`src/rtl/crypto_xperm_ctrl.sv`:
```
// crypto_xperm_ctrl: two-port arbiter, execute stage and result FIFO around the shared xperm8/xperm4 datapath.
// Define CRYPTO_XPERM_RR_ARB_EN for round-robin arbitration; otherwise port 0 has fixed priority.
module crypto_xperm_ctrl #(
    parameter int XLEN          = 64,
    parameter int TRANS_ID_BITS = 3,
    parameter int FIFO_DEPTH    = 2
) (
    input  logic                     clk_i,
    input  logic                     rst_ni,
    input  logic                     flush_i,
    input  logic                     req0_valid_i,
    output logic                     req0_ready_o,
    input  logic                     req0_op_i,
    input  logic [XLEN-1:0]          req0_rs1_i,
    input  logic [XLEN-1:0]          req0_rs2_i,
    input  logic [TRANS_ID_BITS-1:0] req0_trans_id_i,
    input  logic                     req1_valid_i,
    output logic                     req1_ready_o,
    input  logic                     req1_op_i,
    input  logic [XLEN-1:0]          req1_rs1_i,
    input  logic [XLEN-1:0]          req1_rs2_i,
    input  logic [TRANS_ID_BITS-1:0] req1_trans_id_i,
    output logic                     dp_op_o,
    output logic [XLEN-1:0]          dp_rs1_o,
    output logic [XLEN-1:0]          dp_rs2_o,
    input  logic [XLEN-1:0]          dp_result_i,
    output logic                     result_valid_o,
    input  logic                     result_ready_i,
    output logic [XLEN-1:0]          result_o,
    output logic [TRANS_ID_BITS-1:0] result_trans_id_o,
    output logic                     result_src_o,
    output logic                     busy_o
);

    localparam int PTR_W = $clog2(FIFO_DEPTH);
    localparam int CNT_W = PTR_W + 1;

    typedef enum logic [1:0] {
        IDLE  = 2'd0,
        EXEC  = 2'd1,
        STALL = 2'd2
    } state_t;

    state_t state, state_next;

    logic                     s1_op;
    logic [XLEN-1:0]          s1_rs1;
    logic [XLEN-1:0]          s1_rs2;
    logic [TRANS_ID_BITS-1:0] s1_tag;
    logic                     s1_src;

    logic [XLEN-1:0]          fifo_result [FIFO_DEPTH];
    logic [TRANS_ID_BITS-1:0] fifo_tag    [FIFO_DEPTH];
    logic                     fifo_src    [FIFO_DEPTH];
    logic [PTR_W-1:0]         wr_ptr, rd_ptr;
    logic [CNT_W-1:0]         count;

    logic grant0, grant1;
    logic fifo_empty, fifo_full;
    logic pop, drain, accept;

    assign fifo_empty = (count == '0);
    assign fifo_full  = (count == CNT_W'(FIFO_DEPTH));
    assign pop        = ~fifo_empty & result_ready_i;
    // S1 can only retire when the FIFO has room, counting the slot a same-cycle pop frees.
    assign drain      = (state == EXEC) & (~fifo_full | pop) & ~flush_i;
    assign accept     = (req0_valid_i & req0_ready_o) | (req1_valid_i & req1_ready_o);

`ifdef CRYPTO_XPERM_RR_ARB_EN
    logic rr_ptr;

    always_comb begin
        grant0 = req0_valid_i & (~req1_valid_i | ~rr_ptr);
        grant1 = req1_valid_i & (~req0_valid_i | rr_ptr);
    end

    // Preference moves to the port that lost; flush never changes it.
    always_ff @(posedge clk_i or negedge rst_ni) begin
        if (!rst_ni) begin
            rr_ptr <= 1'b0;
        end else if (accept) begin
            rr_ptr <= grant0;
        end
    end
`else
    always_comb begin
        grant0 = req0_valid_i;
        grant1 = req1_valid_i & ~req0_valid_i;
    end
`endif

    always_ff @(posedge clk_i or negedge rst_ni) begin
        if (!rst_ni) begin
            state <= IDLE;
        end else begin
            state <= state_next;
        end
    end

    // Ready is masked by rst_ni so nothing is offered while reset is held.
    always_comb begin
        state_next   = state;
        req0_ready_o = 1'b0;
        req1_ready_o = 1'b0;
        if (rst_ni && !flush_i && (state == IDLE || drain)) begin
            req0_ready_o = grant0;
            req1_ready_o = grant1;
        end
        case (state)
            IDLE:    if (accept) state_next = EXEC;
            EXEC:    state_next = drain ? (accept ? EXEC : IDLE) : STALL;
            STALL:   if (pop) state_next = EXEC;
            default: state_next = IDLE;
        endcase
        if (flush_i) begin
            state_next = IDLE;
        end
    end

    always_ff @(posedge clk_i or negedge rst_ni) begin
        if (!rst_ni) begin
            s1_op  <= 1'b0;
            s1_rs1 <= '0;
            s1_rs2 <= '0;
            s1_tag <= '0;
            s1_src <= 1'b0;
        end else if (accept) begin
            s1_op  <= grant1 ? req1_op_i       : req0_op_i;
            s1_rs1 <= grant1 ? req1_rs1_i      : req0_rs1_i;
            s1_rs2 <= grant1 ? req1_rs2_i      : req0_rs2_i;
            s1_tag <= grant1 ? req1_trans_id_i : req0_trans_id_i;
            s1_src <= grant1;
        end
    end

    always_ff @(posedge clk_i or negedge rst_ni) begin
        if (!rst_ni) begin
            wr_ptr <= '0;
            rd_ptr <= '0;
            count  <= '0;
        end else if (flush_i) begin
            wr_ptr <= '0;
            rd_ptr <= '0;
            count  <= '0;
        end else begin
            if (drain) wr_ptr <= wr_ptr + 1'b1;
            if (pop)   rd_ptr <= rd_ptr + 1'b1;
            case ({drain, pop})
                2'b10:   count <= count + 1'b1;
                2'b01:   count <= count - 1'b1;
                default: ;
            endcase
        end
    end

    // Entry storage needs no reset: the head is masked whenever the FIFO is empty.
    always_ff @(posedge clk_i) begin
        if (drain) begin
            fifo_result[wr_ptr] <= dp_result_i;
            fifo_tag[wr_ptr]    <= s1_tag;
            fifo_src[wr_ptr]    <= s1_src;
        end
    end

    assign dp_op_o           = s1_op;
    assign dp_rs1_o          = s1_rs1;
    assign dp_rs2_o          = s1_rs2;
    assign result_valid_o    = ~fifo_empty;
    assign result_o          = fifo_empty ? '0 : fifo_result[rd_ptr];
    assign result_trans_id_o = fifo_empty ? '0 : fifo_tag[rd_ptr];
    assign result_src_o      = fifo_empty ? 1'b0 : fifo_src[rd_ptr];
    assign busy_o            = (state != IDLE) | ~fifo_empty;

endmodule

```
`config.mk`:
```
export PLATFORM = sky130hd
export DESIGN_NAME = crypto_xperm_ctrl
export DESIGN_NICKNAME = d
export VERILOG_FILES = /design/src/rtl/crypto_xperm_ctrl.sv
export SDC_FILE = /design/constraint.sdc
export NUM_CORES = 1
export LEC_CHECK = 0
export CAP_MARGIN = 15
export CORE_AREA = 2 2 210 212
export DETAILED_ROUTE_END_ITERATION = 16
export DIE_AREA = 0 0 212 214
export PLACE_DENSITY_LB_ADDON = 0.05
export SLEW_MARGIN = 20
export SYNTH_ARGS = -nofsm -noshare
export SYNTH_HDL_FRONTEND = slang
export SYNTH_SLANG_ARGS = --single-unit
```
`constraint.sdc`:
```
create_clock -name clk_i -period 8.53 [get_ports clk_i]
set_clock_uncertainty 0.2 [all_clocks]
set_input_delay 0.853 -clock clk_i [delete_from_list [all_inputs] [get_ports clk_i]]
set_output_delay 0.853 -clock clk_i [all_outputs]
set_load 0.01 [all_outputs]
```
==> flow_metrics.py, run 1 <==
metrics = {
    "die": {
        "die-height_um": 214,
        "die_x_um": 212,
        "io-pin-count": 535,
        "initial_utilization_pct": 28.05,
        "die_area_sq_um": 45370,
        "core_region_area_sq_um": 42890,
        "row_count": 76,
    },
    "logic_synthesis": {
        "synth_top_area_cell": "edfxtp_1",
        "syn_area_sq_um": 12030,
        "ys_seq_area_share_pct": 62.87,
        "ys_warn_count": 0,
        "synth.most_common_cell": "mux2_2",
        "synthTopCellsByCount": "mux2_2, dfrtp_1, edfxtp_1",
        "syn_nets": 1096,
        "ys.flop_type": "dfrtp_1",
        "postSynthAreaPerCell_sq_um": 15.78,
        "async_flop_share_pct": 50.55,
        "synth_area_leaders": "edfxtp_1, dfrtp_1, mux2_2, mux2i_1, nor2_1",
        "yosysUniqueCellTypes": 35,
        "synthDominantCellAreaShare_pct": 33.95,
        "synth_edf_count": 136,
        "synth_seq_cells": 275,
        "syn_inst": 762,
    },
    "worst_setup_path": {
        "endpoint_kind": "output pin",
        "critPathRequiredTime_ps": 7480,
        "start_kind": "input port",
        "cp.arrival_ps": 3030,
        "worstSetupPathType": "input port to output pin",
        "crit_path_max_fanout": 63,
    },
    "cts": {
        "cts-resized-gates": 0,
        "htreeDepth": 2,
        "numCtsBuffers": 35,
        "cts.clk_slew.worst_paths_ps": 50,
        "ctsHoldBuffers": 0,
        "clock_path_buffers": 3,
        "cts_post_setup_buffers_inserted": 0,
        "clockRootBuffer": "clkbuf_16",
        "insertion_delay_ps": 530,
        "cts.sinks": 275,
        "tritoncts": "done",
    },
    "timing": {
        "worst-slew-pin-transition_ps": 1037,
        "rsz0062_at_grt": "no",
        "setup_viol": 0,
        "layout_setup_ws_ps": 4443,
        "fin_tns_setup_ps": 0,
        "drv_slew": 0,
        "finalCritPeriodShare_pct": 47.91,
        "final_hold_viol_count": 0,
        "timing.fmax_ghz": 0.2447,
        "layout_min_cycle_time_ps": 4087,
        "slew_headroom_pct": 30.85,
    },
    "route": {
        "viasPerCell": 4.340,
        "vias": 8267,
        "first_iter_violations": 251,
        "routed_wl_um": 40560,
        "post_drt_wl_per_cell_um": 21.29,
        "drt_pass1_iterations": 4,
        "ant_nets": 0,
        "drc_errors": 0,
    },
    "place": {
        "place_inst": 1842,
        "place_congestion": 0.7707,
        "place_ws_ps": 4146,
        "place.detailed.hpwl_um": 29340,
        "port-buffer-count": 534,
    },
    "power_and_ir_drop": {
        "power.density_nw_per_um2": 204.8,
        "ir_drop_mv": 0.1214,
        "leakagePower_uw": 0.006947,
    },
    "global_routing": {
        "grt_pass1_vias": 8958,
        "grtUsageTotal_pct": 17.77,
        "grt_max_degree": 76,
        "grt.overflow.total": 0,
        "grt_pass1_wl_um": 59440,
        "antenna_found_initial": 6,
    },
    "layout": {
        "fin_cells": 1905,
        "fill_cells": 3926,
        "area_growth_pct": 59.20,
        "nets": 1628,
        "layout-drive-gt1-share_pct": 24.87,
    },
    "run_status": {
        "status": "completed",
    },
    "worst_hold_path": {
        "hp-class": "input port to async pin",
    },
    "flow_run": {
        "cap_violations": 0,
    },
}
## through the flow
step	cell area [sq um]	power [uW]	hold slack, ps	utilization [%]
floorplan	12030	1902	236.6	-
global placement	17950	2441	249.9	41.85
detailed placement	17950	2440	249.9	41.85
CTS	19150	3998	182.6	44.64
global route	19150	4103	216.7	44.64
finish	19150	3922	159.2	44.65
## cell families after synthesis
| group | count (synthesis) | synth area share [%] |
|---|---|---|
| AND/OR/NAND/NOR | 89 | 3.381 |
| buffers and inverters | 50 | 2.372 |
| AO/OA/AOI/OAI | 15 | 0.9259 |
| multiplexers | 332 | 30.38 |
| XOR/XNOR | 1 | 0.07283 |
| flip-flops | 275 | 62.87 |
## critical path: stages
cell             delay [ps]
clkdlybuf4s50_1         560
nor2b_4                 170
buf_4                   660
and2_1                  220
clkdlybuf4s50_1         540
## worst paths after layout
kind,from,endpoint,slack (ps),cells past startpoint
max reg2reg,count[1]$_DFFE_PN0P_,dp_rs1_o[58]$_DFFE_PN0P_,5130,5
min,rst_ni,dp_rs2_o[33]$_DFFE_PN0P_,160,1
min in group clk_i,s1_tag[0]$_DFFE_PN0P_,fifo_tag[0][0]$_DFFE_PP_,260,0
min reg2reg,s1_tag[0]$_DFFE_PN0P_,fifo_tag[0][0]$_DFFE_PP_,260,0
max in group asynchronous,rst_ni,dp_rs2_o[22]$_DFFE_PN0P_,6520,2
max,req1_valid_i,req1_ready_o,4440,5
## report_power, final
group,internal [uW],switching [uW],leakage (uW)
Sequential,1530,69.3,0.00287
Clock,956,563,0.000592
Combinational,503,297,0.00348
Total,2990,930,0.00695
## sequential cells by signal, indices dropped and copies added, names as in the netlist
name,flops
fifo_result,128
dp_rs1_o,64
dp_rs2_o,64
fifo_tag,6
s1_tag,3
count,2
fifo_src,2
state,2
dp_op_o,1
rd_ptr,1
s1_src,1
wr_ptr,1
## cell usage in the layout (no fill, tap or decap), drive strengths merged, types with 3 or more instances in the layout
master,synthesis,layout
clkbuf,13,51
clkdlybuf4s50,0,533
a21oi,4,4
nor2,71,71
clkinv,0,7
mux2,264,264
buf,35,10
nor3b,3,3
mux2i,68,68
edfxtp,136,136
dfrtp,139,139
bufinv,0,3
## routing by layer
layer | routed length, um | vias to the layer above | GRT usage (%)
li1 | - | 3865 | -
met1 | 15140 | 4059 | 18.96
met2 | 20610 | 288 | 31.54
met3 | 4115 | 45 | 8.459
met4 | 631 | 10 | 4.014
met5 | 65 | - | 0
## layout make-up
cell class / instances / area (sq um) / area share, %
Tap cell: 585 / 732.0 / 3.823
Inverter: 2 / 7.507 / 0.03921
Sequential cell: 275 / 7566 / 39.51
Timing Repair Buffer: 543 / 5414 / 28.27
Clock buffer: 51 / 1069 / 5.580
Multi-Input combinational cell: 437 / 4228 / 22.08
Antenna cell: 1 / 2.502 / 0.01307
Clock inverter: 11 / 130.1 / 0.6796
Note: power is estimated with default switching activity, not from simulation.
==> run 2, diff against run 1 <==
--- a/config.mk
+++ b/config.mk
@@ -6,9 +6,9 @@
 export NUM_CORES = 1
 export LEC_CHECK = 0
 export CAP_MARGIN = 15
-export CORE_AREA = 2 2 210 212
+export CORE_AREA = 2 2 206 208
 export DETAILED_ROUTE_END_ITERATION = 16
-export DIE_AREA = 0 0 212 214
+export DIE_AREA = 0 0 208 210
 export PLACE_DENSITY_LB_ADDON = 0.05
 export SLEW_MARGIN = 20
 export SYNTH_ARGS = -nofsm -noshare
==> constraint.sdc (replaced) <==
create_clock -name clk_i -period 3.9 [get_ports clk_i]
set_clock_uncertainty 0.2 [all_clocks]
set_input_delay 0.39 -clock clk_i [delete_from_list [all_inputs] [get_ports clk_i]]
set_output_delay 0.39 -clock clk_i [all_outputs]
set_load 0.01 [all_outputs]
==> run 2 against run 1 <==
Compared with the run above:
- routed wire length up 0.70%
- register-to-register slack worse by 3700 ps
- power rose by 120%
- critical path type is now flop to output pin
- combinational power grew 120%
- flip-flop and latch count is the same
- die area down 3.7%
- largest power group unchanged
==> flow_metrics.py, run 2 (synthesized netlist as in run 1, its figures left out) <==
metrics = {
    "layout": {
        "nets": 1636,
        "layout_commonest_cell": "clkdlybuf4s50_1",
        "final_cell_mix": "clkdlybuf4s50_1, mux2_2, dfrtp_1",
        "largest_register": "fifo_result",
        "area_growth_pct": 59.82,
        "layout-drive-gt1-share_pct": 24.76,
        "fill_cells": 3774,
        "utilization_pct": 46.35,
        "largest_reg_flops": 128,
    },
    "timing": {
        "hold_ws_ps": 233.1,
        "worst-slew-pin-transition_ps": 970.4,
        "drv_slew": 0,
        "finalCritPeriodShare_pct": 81.94,
        "final_hold_viol_count": 0,
        "layout_min_cycle_time_ps": 3196,
        "setup_viol": 0,
        "layout_setup_ws_ps": 704.2,
        "timing.fmax_ghz": 0.3129,
        "slew_headroom_pct": 35.31,
        "rsz0062_at_grt": "no",
    },
    "global_routing": {
        "busiest_layer": "met2",
        "met1_usage_pct": 20.27,
        "grt.overflow.total": 0,
        "use_met2_pct": 31.99,
        "grt_pass1_vias": 9087,
        "use_met3_pct": 7.792,
        "grt_pass1_wl_um": 59670,
        "grt_max_degree": 140,
        "antenna_found_initial": 8,
        "grtUsageTotal_pct": 18.49,
    },
    "worst_setup_path": {
        "crit_path_max_fanout": 45,
        "critPathRequiredTime_ps": 3310,
        "endpoint_kind": "output pin",
        "worstSetupPathType": "flop to output pin",
        "cp.arrival_ps": 2610,
        "start_kind": "flop",
    },
    "route": {
        "vias": 8377,
        "ant_nets": 0,
        "first_iter_violations": 251,
        "routed_wl_um": 40850,
        "viasPerCell": 4.473,
        "drt_pass1_iterations": 4,
        "drc_errors": 0,
        "post_drt_wl_per_cell_um": 21.81,
    },
    "power_and_ir_drop": {
        "leakagePower_uw": 0.006986,
        "power.density_nw_per_um2": 446.0,
        "ir_drop_mv": 0.2950,
        "power_uw": 8574,
    },
    "cts": {
        "insertion_delay_ps": 540,
        "tritoncts": "done",
        "cts_post_setup_buffers_inserted": 0,
        "clock_path_buffers": 3,
        "htreeDepth": 2,
        "numCtsBuffers": 35,
        "clockRootBuffer": "clkbuf_16",
        "cts.clk_slew.worst_paths_ps": 60,
        "cts.sinks": 275,
    },
    "place": {
        "place_congestion": 0.7894,
        "place_ws_ps": 890.8,
        "place.detailed.hpwl_um": 29740,
        "port-buffer-count": 534,
    },
    "die": {
        "die_x_um": 208,
        "io-pin-count": 535,
        "die-height_um": 210,
        "row_count": 75,
        "initial_utilization_pct": 29.00,
        "core_region_area_sq_um": 41480,
        "die_area_sq_um": 43680,
    },
    "run_status": {
        "status": "completed",
    },
    "worst_hold_path": {
        "hp-class": "input port to flop",
    },
    "flow_run": {
        "cap_violations": 0,
    },
}
## run 2: cell count changes in the layout (fill, tap and decap cells not counted), sizes merged
cell         before  now
inv               2    3
bufinv            3    4
buf              10   17
dlygate4sd3       0    1
clkbuf           51   52
diode             1    5
clkinv            7    6
## run 2: report_power, final
group | switching (uW) | leakage [uW] | internal (uW) | total, uW
Combinational | 646 | 0.00355 | 1110 | 1760
Sequential | 156 | 0.00287 | 3350 | 3510
Clock | 1260 | 0.000567 | 2050 | 3310
Total | 2060 | 0.00699 | 6510 | 8570
## run 2: cell type report
class | count | area, sq um | area share, %
Tap cell | 539 | 674.4 | 3.508
Sequential cell | 275 | 7566 | 39.36
Clock inverter | 12 | 173.9 | 0.9047
Multi-Input combinational cell | 437 | 4237 | 22.04
Timing Repair Buffer | 551 | 5552 | 28.88
Antenna cell | 5 | 12.51 | 0.06509
Inverter | 2 | 7.507 | 0.03905
Clock buffer | 52 | 1001 | 5.207
## run 2: metrics by stage
step	setup TNS [ps]	instances	area, sq um
floorplan	-180440	762	12040
global placement	0	1803	18030
detailed placement	0	1803	18030
CTS	0	1868	19210
global route	0	1870	19220
finish	0	1873	19220
## run 2: what timing repair did
action	4_1_cts	5_1_grt
hold buffers	1	0
gates resized for setup	0	0
endpoints found under the hold margin	139	0
## run 2: worst paths after layout
kind / start / to / slack [ps] / depth (start not counted)
setup / recovery: count[0]$_DFFE_PN0P_ / result_o[50] / 700 / 4
hold / removal: dp_result_i[4] / fifo_result[1][4]$_DFFE_PP_ / 230 / 1
setup reg to reg: state[1]$_DFFE_PN0P_ / fifo_tag[0][1]$_DFFE_PP_ / 1390 / 3
hold reg to reg: s1_tag[0]$_DFFE_PN0P_ / fifo_tag[1][0]$_DFFE_PP_ / 260 / 0
max in group asynchronous: rst_ni / s1_tag[1]$_DFFE_PN0P_ / 2370 / 3
min in group asynchronous: rst_ni / state[1]$_DFFE_PN0P_ / 330 / 3
## run 2: worst max-delay path, stage by stage, from the launching register on
cell and delay, ps:
dfrtp_1 530, nor2_4 350, buf_4 510, nor2_1 120, clkdlybuf4s50_1 540
## run 2: metal layers
| metal | part of all wire, % | vias to the layer above |
|---|---|---|
| met2 | 51 | 301 |
| met5 | 0.14 | - |
| met1 | 37 | 4119 |
| li1 | - | 3895 |
| met3 | 9.8 | 56 |
| met4 | 2.6 | 6 |
==> run 3, diff against run 2 <==
--- a/config.mk
+++ b/config.mk
@@ -6,9 +6,9 @@
 export NUM_CORES = 1
 export LEC_CHECK = 0
 export CAP_MARGIN = 15
-export CORE_AREA = 2 2 206 208
+export CORE_AREA = 2 2 210 212
 export DETAILED_ROUTE_END_ITERATION = 16
-export DIE_AREA = 0 0 208 210
+export DIE_AREA = 0 0 212 214
 export PLACE_DENSITY_LB_ADDON = 0.05
 export SLEW_MARGIN = 20
 export SYNTH_ARGS = -nofsm -noshare
==> constraint.sdc (replaced) <==
create_clock -name clk_i -period 2.8 [get_ports clk_i]
set_clock_uncertainty 0.2 [all_clocks]
set_input_delay 0.28 -clock clk_i [delete_from_list [all_inputs] [get_ports clk_i]]
set_output_delay 0.28 -clock clk_i [all_outputs]
set_load 0.01 [all_outputs]
==> run 3 against run 2 <==
Compared with the run above:
- design area rose by 1.2%
- die area rose by 3.9%
- critical path depth did not move
- routed wire length fell by 1.1%
- final cell count rose by 3.4%
- global-route usage fell by 0.87 points
- clock power rose by 35%
- critical path type unchanged
- largest cell class unchanged
- largest power group unchanged
- highest routed layer unchanged
==> flow_metrics.py, run 3 (synthesized netlist as in run 1, its figures left out) <==
metrics = {
    "run_status": {
        "status": "completed",
    },
    "route": {
        "ant_nets": 0,
        "routed_wl_um": 40380,
        "drt_pass1_iterations": 4,
        "drc_errors": 0,
        "viasPerCell": 4.352,
        "vias": 8426,
        "first_iter_violations": 267,
        "post_drt_wl_per_cell_um": 20.86,
    },
    "timing": {
        "final_hold_viol_count": 0,
        "hold_ws_ps": 122.0,
        "slew_headroom_pct": 32.35,
        "setup_viol": 0,
        "rsz0062_at_grt": "no",
        "worst-slew-pin-transition_ps": 1015,
        "layout_min_cycle_time_ps": 2675,
        "finalCritPeriodShare_pct": 95.55,
        "timing.fmax_ghz": 0.3738,
        "fin_tns_setup_ps": 0,
        "drv_slew": 0,
    },
    "worst_setup_path": {
        "start_kind": "flop",
        "critPathRequiredTime_ps": 2320,
        "endpoint_kind": "output pin",
        "timing.rr.end": "dp_rs1_o[55]$_DFFE_PN0P_",
        "regToRegSetupSlack_ps": 700,
        "reg2reg_from": "state[0]$_DFFE_PN0P_",
        "cp.arrival_ps": 2200,
        "timing.reg2reg.worst_path_depth": 5,
        "crit_path_max_fanout": 7,
        "worstSetupPathType": "flop to output pin",
    },
    "global_routing": {
        "grt.overflow.total": 0,
        "grt_pass1_wl_um": 59030,
        "grt_max_degree": 71,
        "grtUsageTotal_pct": 17.62,
        "grt_pass1_vias": 9179,
        "antenna_found_initial": 12,
    },
    "cts": {
        "clock_path_buffers": 3,
        "cts.sinks": 275,
        "insertion_delay_ps": 540,
        "numCtsBuffers": 36,
        "clockRootBuffer": "clkbuf_16",
        "htreeDepth": 2,
        "cts.clk_slew.worst_paths_ps": 60,
        "tritoncts": "done",
    },
    "power_and_ir_drop": {
        "ir_drop_mv": 0.3032,
        "leakagePower_uw": 0.007075,
        "power_uw": 11810,
        "power.density_nw_per_um2": 607.2,
    },
    "place": {
        "port-buffer-count": 534,
        "place.detailed.hpwl_um": 29980,
        "place_inst": 1860,
        "place_congestion": 0.7969,
        "dpl_cell_area_sq_um": 18260,
    },
    "worst_hold_path": {
        "hold_start": "dp_result_i[23]",
        "hp-class": "input port to flop",
        "whs_path_depth": 1,
        "hold_end": "fifo_result[0][23]$_DFFE_PP_",
    },
    "layout": {
        "design_area_sq_um": 19460,
        "largest_reg_flops": 128,
        "layout_commonest_cell": "clkdlybuf4s50_1",
        "layout-drive-gt1-share_pct": 25.84,
        "largest_register": "fifo_result",
        "final_cell_mix": "clkdlybuf4s50_1, mux2_2, dfrtp_1",
        "area_growth_pct": 61.77,
        "fin_cells": 1936,
        "nets": 1651,
    },
    "die": {
        "core_region_area_sq_um": 42890,
        "initial_utilization_pct": 28.05,
        "die-height_um": 214,
        "row_count": 76,
        "die_area_sq_um": 45370,
        "die_x_um": 212,
        "io-pin-count": 535,
    },
    "flow_run": {
        "cap_violations": 0,
    },
}
[run 3: cell types whose count changed in the layout (fill, tap and decap cells not counted), sizes merged]
cell           previous run  this run
dlygate4sd2               0         1
clkbuf                   52        48
clkdlybuf4s50           533       532
bufinv                    4         3
buf                      17        31
clkinvlp                  1         3
diode                     5         8
clkinv                    6         9
[run 3: final cells by class]
class,count,area (sq um)
inverter,2,7.507
tap,585,732.0
multi-input combinational,437,4244
fill,4002,23430
antenna,8,20.02
sequential,275,7567
clock buffer,48,965.9
clock inverter,16,177.7
timing repair buffer,565,5743
[run 3: timing repair]
item,4_1_cts,5_1_grt
hold buffers,1,0
resized for setup,1,1
cloned,0,0
hold endpoints to repair,141,0
endpoints found under the setup margin,19,2
pin swaps,0,0
buffers inserted,3,0
[run 3: power by group]
part / total (uW) / internal, uW / leakage [uW] / switching, uW
clock network: 4460 / 2710 / 0.000549 / 1750
logic: 2470 / 1570 / 0.00366 / 907
registers: 4880 / 4670 / 0.00287 / 212
[run 3: worst max path at each step]
stage                          from                          end  slack, ps  cells after the start
2_1_floorplan  state[1]$_DFFE_PN0P_  fifo_result[1][0]$_DFFE_PP_       -840                      3
3_3_place_gp                flush_i                 req1_ready_o        200                      5
3_5_place_dp                flush_i                 req1_ready_o        220                      5
4_1_cts        count[1]$_DFFE_PN0P_                 req0_ready_o          2                      4
5_1_grt        state[1]$_DFFE_PN0P_                 req0_ready_o         10                      4
6_report       state[1]$_DFFE_PN0P_                 req0_ready_o        120                      4
[run 3: per-layer routing]
| layer | vias up | share of wire, % | global-route usage, % |
|---|---|---|---|
| li1 | 3919 | - | - |
| met1 | 4135 | 37 | 19.20 |
| met2 | 300 | 50 | 29.92 |
| met3 | 66 | 9.8 | 7.521 |
| met4 | 6 | 2.8 | 7.277 |
| met5 | - | 0.067 | 0 |
[run 3: worst max-delay path: stages, from the launching register on]
cell             delay [ps]
dfrtp_1                 460
nor3b_4                 270
o21a_1                  210
and2_1                  140
clkdlybuf4s50_1         580
[run 3: per-stage QoR]
stage,setup WS [ps],utilization (%)
2_1_floorplan,-837.3,-
6_report,124.7,45.37
5_1_grt,10.61,45.37
4_1_cts,2.319,45.32
3_5_place_dp,220.0,42.58
3_3_place_gp,202.4,42.58
